<file path="config.mk">
export PLATFORM = sky130hd
export DESIGN_NAME = spi_slave_sync_fifo
export DESIGN_NICKNAME = d
export VERILOG_FILES = /design/src/rtl/spi_slave_fifo_pkg.sv /design/src/rtl/spi_slave_fifo_mem.sv /design/src/rtl/spi_slave_sync_fifo.sv
export SDC_FILE = /design/constraint.sdc
export NUM_CORES = 1
export LEC_CHECK = 0
export ABC_AREA = 1
export BUFFER_PORTS_ARGS = -buffer_cell sky130_fd_sc_hd__buf_2
export CAP_MARGIN = 20
export CORE_MARGIN = 3
export CORE_UTILIZATION = 65
export DETAILED_ROUTE_END_ITERATION = 12
export PLACE_DENSITY = 0.85
export SYNTH_ARGS = -nofsm -noshare
export SYNTH_HDL_FRONTEND = slang
export SYNTH_HIERARCHICAL = 1
export SYNTH_SLANG_ARGS = --single-unit
</file>
<file path="constraint.sdc">
create_clock -name clk -period 7.4 [get_ports clk]
set_input_delay 2.22 -clock clk [delete_from_list [all_inputs] [get_ports clk]]
set_output_delay 2.22 -clock clk [all_outputs]
set_load 0.05 [all_outputs]
</file>
<file path="src/rtl/spi_slave_fifo_pkg.sv">
// Shared constants and sizing helpers for the synchronous FIFO.
// Holds default depth/thresholds and the level/pointer width functions.
package spi_slave_fifo_pkg;

  localparam int DEF_DATA_WIDTH = 32;
  localparam int DEF_DEPTH      = 8;
  localparam int DEF_AFULL      = 6;
  localparam int DEF_AEMPTY     = 2;

  function automatic int lvl_w(input int depth);
    return $clog2(depth + 1);
  endfunction

  function automatic int ptr_w(input int depth);
    return (depth < 2) ? 1 : $clog2(depth);
  endfunction

endpackage

</file>
<file path="src/rtl/spi_slave_fifo_mem.sv">
// FIFO storage: one synchronous write port, one async read port, no reset.
// Ports: clk, we_i, waddr_i, wdata_i, raddr_i, rdata_o.
module spi_slave_fifo_mem
  import spi_slave_fifo_pkg::*;
#(
  parameter int DW    = DEF_DATA_WIDTH,
  parameter int DEPTH = DEF_DEPTH,
  parameter int AW    = ptr_w(DEF_DEPTH)
) (
  input  logic          clk,
  input  logic          we_i,
  input  logic [AW-1:0] waddr_i,
  input  logic [DW-1:0] wdata_i,
  input  logic [AW-1:0] raddr_i,
  output logic [DW-1:0] rdata_o
);

  logic [DW-1:0] mem_q [DEPTH];

  always_ff @(posedge clk) begin
    if (we_i) begin
      mem_q[waddr_i] <= wdata_i;
    end
  end

  assign rdata_o = mem_q[raddr_i];

endmodule

</file>
<file path="src/rtl/spi_slave_sync_fifo.sv">
// Synchronous valid/ready FIFO with level and almost-full/empty flags.
// Ports: clk, rstn, clr_i, data_i/valid_i/ready_o (write side),
//   data_o/valid_o/ready_i (read side), level_o, afull_o, aempty_o.
// Define SPI_SLAVE_FIFO_ERR_EN to add sticky ovf_o/udf_o error flags.
module spi_slave_sync_fifo
  import spi_slave_fifo_pkg::*;
#(
  parameter int DATA_WIDTH    = DEF_DATA_WIDTH,
  parameter int BUFFER_DEPTH  = DEF_DEPTH,
  parameter int AFULL_THRESH  = DEF_AFULL,
  parameter int AEMPTY_THRESH = DEF_AEMPTY
) (
  input  logic                           clk,
  input  logic                           rstn,
  input  logic                           clr_i,
  input  logic [DATA_WIDTH-1:0]          data_i,
  input  logic                           valid_i,
  output logic                           ready_o,
  output logic [DATA_WIDTH-1:0]          data_o,
  output logic                           valid_o,
  input  logic                           ready_i,
  output logic [lvl_w(BUFFER_DEPTH)-1:0] level_o,
  output logic                           afull_o,
`ifdef SPI_SLAVE_FIFO_ERR_EN
  output logic                           ovf_o,
  output logic                           udf_o,
`endif
  output logic                           aempty_o
);

  localparam int LW = lvl_w(BUFFER_DEPTH);
  localparam int PW = ptr_w(BUFFER_DEPTH);

  localparam logic [LW-1:0] FULL_L   = LW'(BUFFER_DEPTH);
  localparam logic [LW-1:0] AFULL_L  = LW'(AFULL_THRESH);
  localparam logic [LW-1:0] AEMPTY_L = LW'(AEMPTY_THRESH);
  localparam logic [PW-1:0] LAST_P   = PW'(BUFFER_DEPTH - 1);

  logic [PW-1:0] wptr_q, wptr_d;
  logic [PW-1:0] rptr_q, rptr_d;
  logic [LW-1:0] level_q, level_d;
  logic          push, pop;

  // Explicit wrap keeps non-power-of-two depths in range.
  function automatic logic [PW-1:0] inc_ptr(input logic [PW-1:0] p);
    return (p == LAST_P) ? '0 : p + 1'b1;
  endfunction

  assign ready_o  = (level_q < FULL_L);
  assign valid_o  = (level_q != '0);
  assign afull_o  = (level_q >= AFULL_L);
  assign aempty_o = (level_q <= AEMPTY_L);
  assign level_o  = level_q;

  assign push = valid_i && ready_o;
  assign pop  = valid_o && ready_i;

  always_comb begin
    wptr_d  = wptr_q;
    rptr_d  = rptr_q;
    level_d = level_q;
    if (clr_i) begin
      wptr_d = '0;
      rptr_d = '0;
    end else begin
      if (push) wptr_d = inc_ptr(wptr_q);
      if (pop)  rptr_d = inc_ptr(rptr_q);
    end
    unique case (1'b1)
      clr_i:                    level_d = '0;
      !clr_i && push && !pop:   level_d = level_q + 1'b1;
      !clr_i && pop && !push:   level_d = level_q - 1'b1;
      default:                  level_d = level_q;
    endcase
  end

  always_ff @(posedge clk or negedge rstn) begin
    if (!rstn) begin
      wptr_q  <= '0;
      rptr_q  <= '0;
      level_q <= '0;
    end else begin
      wptr_q  <= wptr_d;
      rptr_q  <= rptr_d;
      level_q <= level_d;
    end
  end

`ifdef SPI_SLAVE_FIFO_ERR_EN
  logic ovf_q, ovf_d;
  logic udf_q, udf_d;

  always_comb begin
    ovf_d = ovf_q | (valid_i & ~ready_o);
    udf_d = udf_q | (ready_i & ~valid_o);
    if (clr_i) begin
      ovf_d = 1'b0;
      udf_d = 1'b0;
    end
  end

  always_ff @(posedge clk or negedge rstn) begin
    if (!rstn) begin
      ovf_q <= 1'b0;
      udf_q <= 1'b0;
    end else begin
      ovf_q <= ovf_d;
      udf_q <= udf_d;
    end
  end

  assign ovf_o = ovf_q;
  assign udf_o = udf_q;
`endif

  spi_slave_fifo_mem #(
    .DW    (DATA_WIDTH),
    .DEPTH (BUFFER_DEPTH),
    .AW    (PW)
  ) u_mem (
    .clk     (clk),
    .we_i    (push && !clr_i),
    .waddr_i (wptr_q),
    .wdata_i (data_i),
    .raddr_i (rptr_q),
    .rdata_o (data_o)
  );

endmodule

</file>
==> flow_summary.ini <==
[critical_path]
arrival_ps = 3100
critPathMaxFanout = 50
critical_path_class = register to output port
critPathRequiredTime_ps = 5180
start_kind = register
critPathCaptureType = output port

[power_and_ir_drop]
powerDensity_mw_per_mm2 = 333
cellInternalPower_uw = 2800
p_leak_uw = 0.00620
pwr-share-comb = 0.316
p_switching_uw = 1630
switching_share = 0.368
seq_power_share = 0.395
clkPwrFrac = 0.289
ir_worst_vdd_v = 0.000290
total_power_uw = 4440

[synthesis]
ys_ff_latch = 266
ys_warn_count = 6
synthCells = 1199
syn_avg_cell_area_um2 = 9.92
syn_nets = 1242
synth.distinct_cells = 27
syn_area_mm2 = 0.0119
yosysSeqAreaShare = 0.667

[sta]
rsz0062_at_grt = false
fmax_mhz = 188
fin_crit_sh = 0.719
hold_slack_ps = 584
tightestPinTransition_ps = 1060
fin_skew_ps = 7.28
maxSlewViolCount = 0
setup_violations = 0
hold_viol_final = 0
setup_tns_ps = 0
relSlewSlack = 0.293
finalCriticalPeriod_ps = 5320

[grt]
track_usage = 0.255
grt_max_degree = 101
antenna_found_initial = 0
grt_pass1_vias = 8140
grt_first_pass_wirelength_um = 40400
grt.overflow.total = 0

[clocking]
post_cts_resized = 0
cts_hold_buf = 0
clkSinkCount = 266
cts_buffer_depth = 3
cts-buffers-inserted = 27
path_clk_slew_ps = 60
clock_latency_ps = 510
htreeDepth = 1
cts_setup_buffers = 0
cts_tree = done
root_buffer = clkbuf_16

[floorplanning]
start_util = 0.676
die_area_mm2 = 0.0200
rows = 48
fp.dieW_um = 141
dieHeight_um = 141
ioPinCount = 77
core-area_mm2 = 0.0176

[final_layout]
nets = 1314
n_fill_cell = 1075
fin_util = 0.757
design_area_mm2 = 0.0133
area.growth.synth_to_final_pct = 12.0
layout-drive-gt1-share = 0.123

[detailed_routing]
drt-initial-drc-count = 755
ant_nets = 0
wl_per_cell_um = 16.9
routed_wl_um = 25500
drc_errors = 0
num_vias = 8144
first_pass_iters = 5
vias_per_cell = 5.38

[placement]
place_congestion = 0.818
dpl.hpwl_um = 14100
port_buffers = 76
placed_area_mm2 = 0.0125

[worst_hold_path]
hold_class = register to register

[run_status]
status = completed

[job]
maxCapViolCount = 0
cells by family (layout without fill, tap and decap cells):
| group | Yosys count | after routing | share of synthesized area |
|---|---|---|---|
| flip-flops | 266 | 266 | 0.667 |
| multiplexers | 2 | 2 | 0.00221 |
| AND/OR/NAND/NOR | 596 | 596 | 0.205 |
| other | 0 | 1 | 0 |
| buffers and inverters | 320 | 408 | 0.112 |
| adder cells (fa/ha/maj) | 6 | 6 | 0.00631 |
| AO/OA/AOI/OAI | 9 | 9 | 0.00737 |
layout make-up:
| type | count | area, µm² | share of cell area |
|---|---|---|---|
| Sequential cell | 266 | 7940 | 0.596 |
| Multi-Input combinational cell | 613 | 2690 | 0.202 |
| Clock buffer | 30 | 687 | 0.0515 |
| Inverter | 272 | 1020 | 0.0767 |
| Clock inverter | 15 | 144 | 0.0108 |
| Timing Repair Buffer | 91 | 558 | 0.0419 |
| Tap cell | 225 | 282 | 0.0211 |
| Antenna cell | 1 | 2.50 | 0.000188 |
layer usage:
layer,GRT usage,up-vias,part of all wire
met5,0,-,0
met4,0.0898,0,0.026
met3,0.0415,66,0.080
met2,0.452,385,0.52
met1,0.321,3824,0.37
li1,-,3869,-
flip-flops by register name, indices dropped and copies added (netlist names):
| register | cells |
|---|---|
| level_o | 4 |
| rptr_q | 3 |
| u_mem/mem_q | 256 |
| wptr_q | 3 |
power groups by stage:
stage | Combinational, µW | Clock (µW) | Sequential, µW
global placement | 1330 | 0 | 1780
global route | 1520 | 1370 | 1760
finish | 1400 | 1280 | 1750
floorplan | 1110 | 0 | 1790
CTS | 1390 | 1300 | 1750
detailed placement | 1380 | 0 | 1780
worst paths after layout:
| check | slack (ps) | start | to | cells after the start |
|---|---|---|---|---|
| max | 2080 | rptr_q[0] | data_o[31] | 8 |
| min | 580 | level_o[2] | level_o[2] | 2 |
| max reg2reg | 5050 | level_o[3] | u_mem/mem_q[3][18] | 6 |
| min reg2reg | 580 | level_o[2] | level_o[2] | 2 |
| max in group asynchronous | 5600 | rstn | rptr_q[0] | 1 |
| min in group asynchronous | 1570 | rstn | wptr_q[1] | 1 |
layout by cell type, fill, tap and decap left out, drive strengths merged:
cell type	Yosys	layout
nand2	444	444
inv	272	271
edfxtp	256	256
nand3	133	133
buf	41	91
clkbuf	7	30
nor2	16	16
clkinv	0	13
dfrtp	10	10
ha	6	6
a22o	4	4
bufinv	0	3
a21oi	3	3
mux2	2	2
diode	0	1
nand4	1	1
nand3b	1	1
o21ai	1	1
o31ai	1	1
nor3	1	1
synthesized netlist by cell type, drive strengths merged:
library cell | count | area (µm²)
nand2 | 444 | 1670
inv | 272 | 1020
edfxtp | 256 | 7690
nand3 | 133 | 671
buf | 41 | 280
nor2 | 16 | 70.1
dfrtp | 10 | 250
clkbuf | 7 | 26.3
ha | 6 | 75.1
a22o | 4 | 37.5
a21oi | 3 | 26.3
mux2 | 2 | 26.3
nand3b | 1 | 7.51
nand4 | 1 | 12.5
nor3 | 1 | 5.00
o21ai | 1 | 16.3
o31ai | 1 | 7.51
critical path, cell delays in order (launching register included):
cell      delay, ps
dfrtp_4         650
clkinv_2        570
buf_4           520
nand2_1         150
nand3_1         120
nand2_1         130
nand2_1          60
nand2_1         100
buf_2           270
metrics by stage:
stage | setup WS, ps | std cells
2_1_floorplan | 3040 | 1199
3_3_place_gp | 2250 | 1463
3_5_place_dp | 2180 | 1466
4_1_cts | 1590 | 1511
5_1_grt | 1940 | 1512
6_report | 2080 | 1513
(Power assumes the default switching activity.)
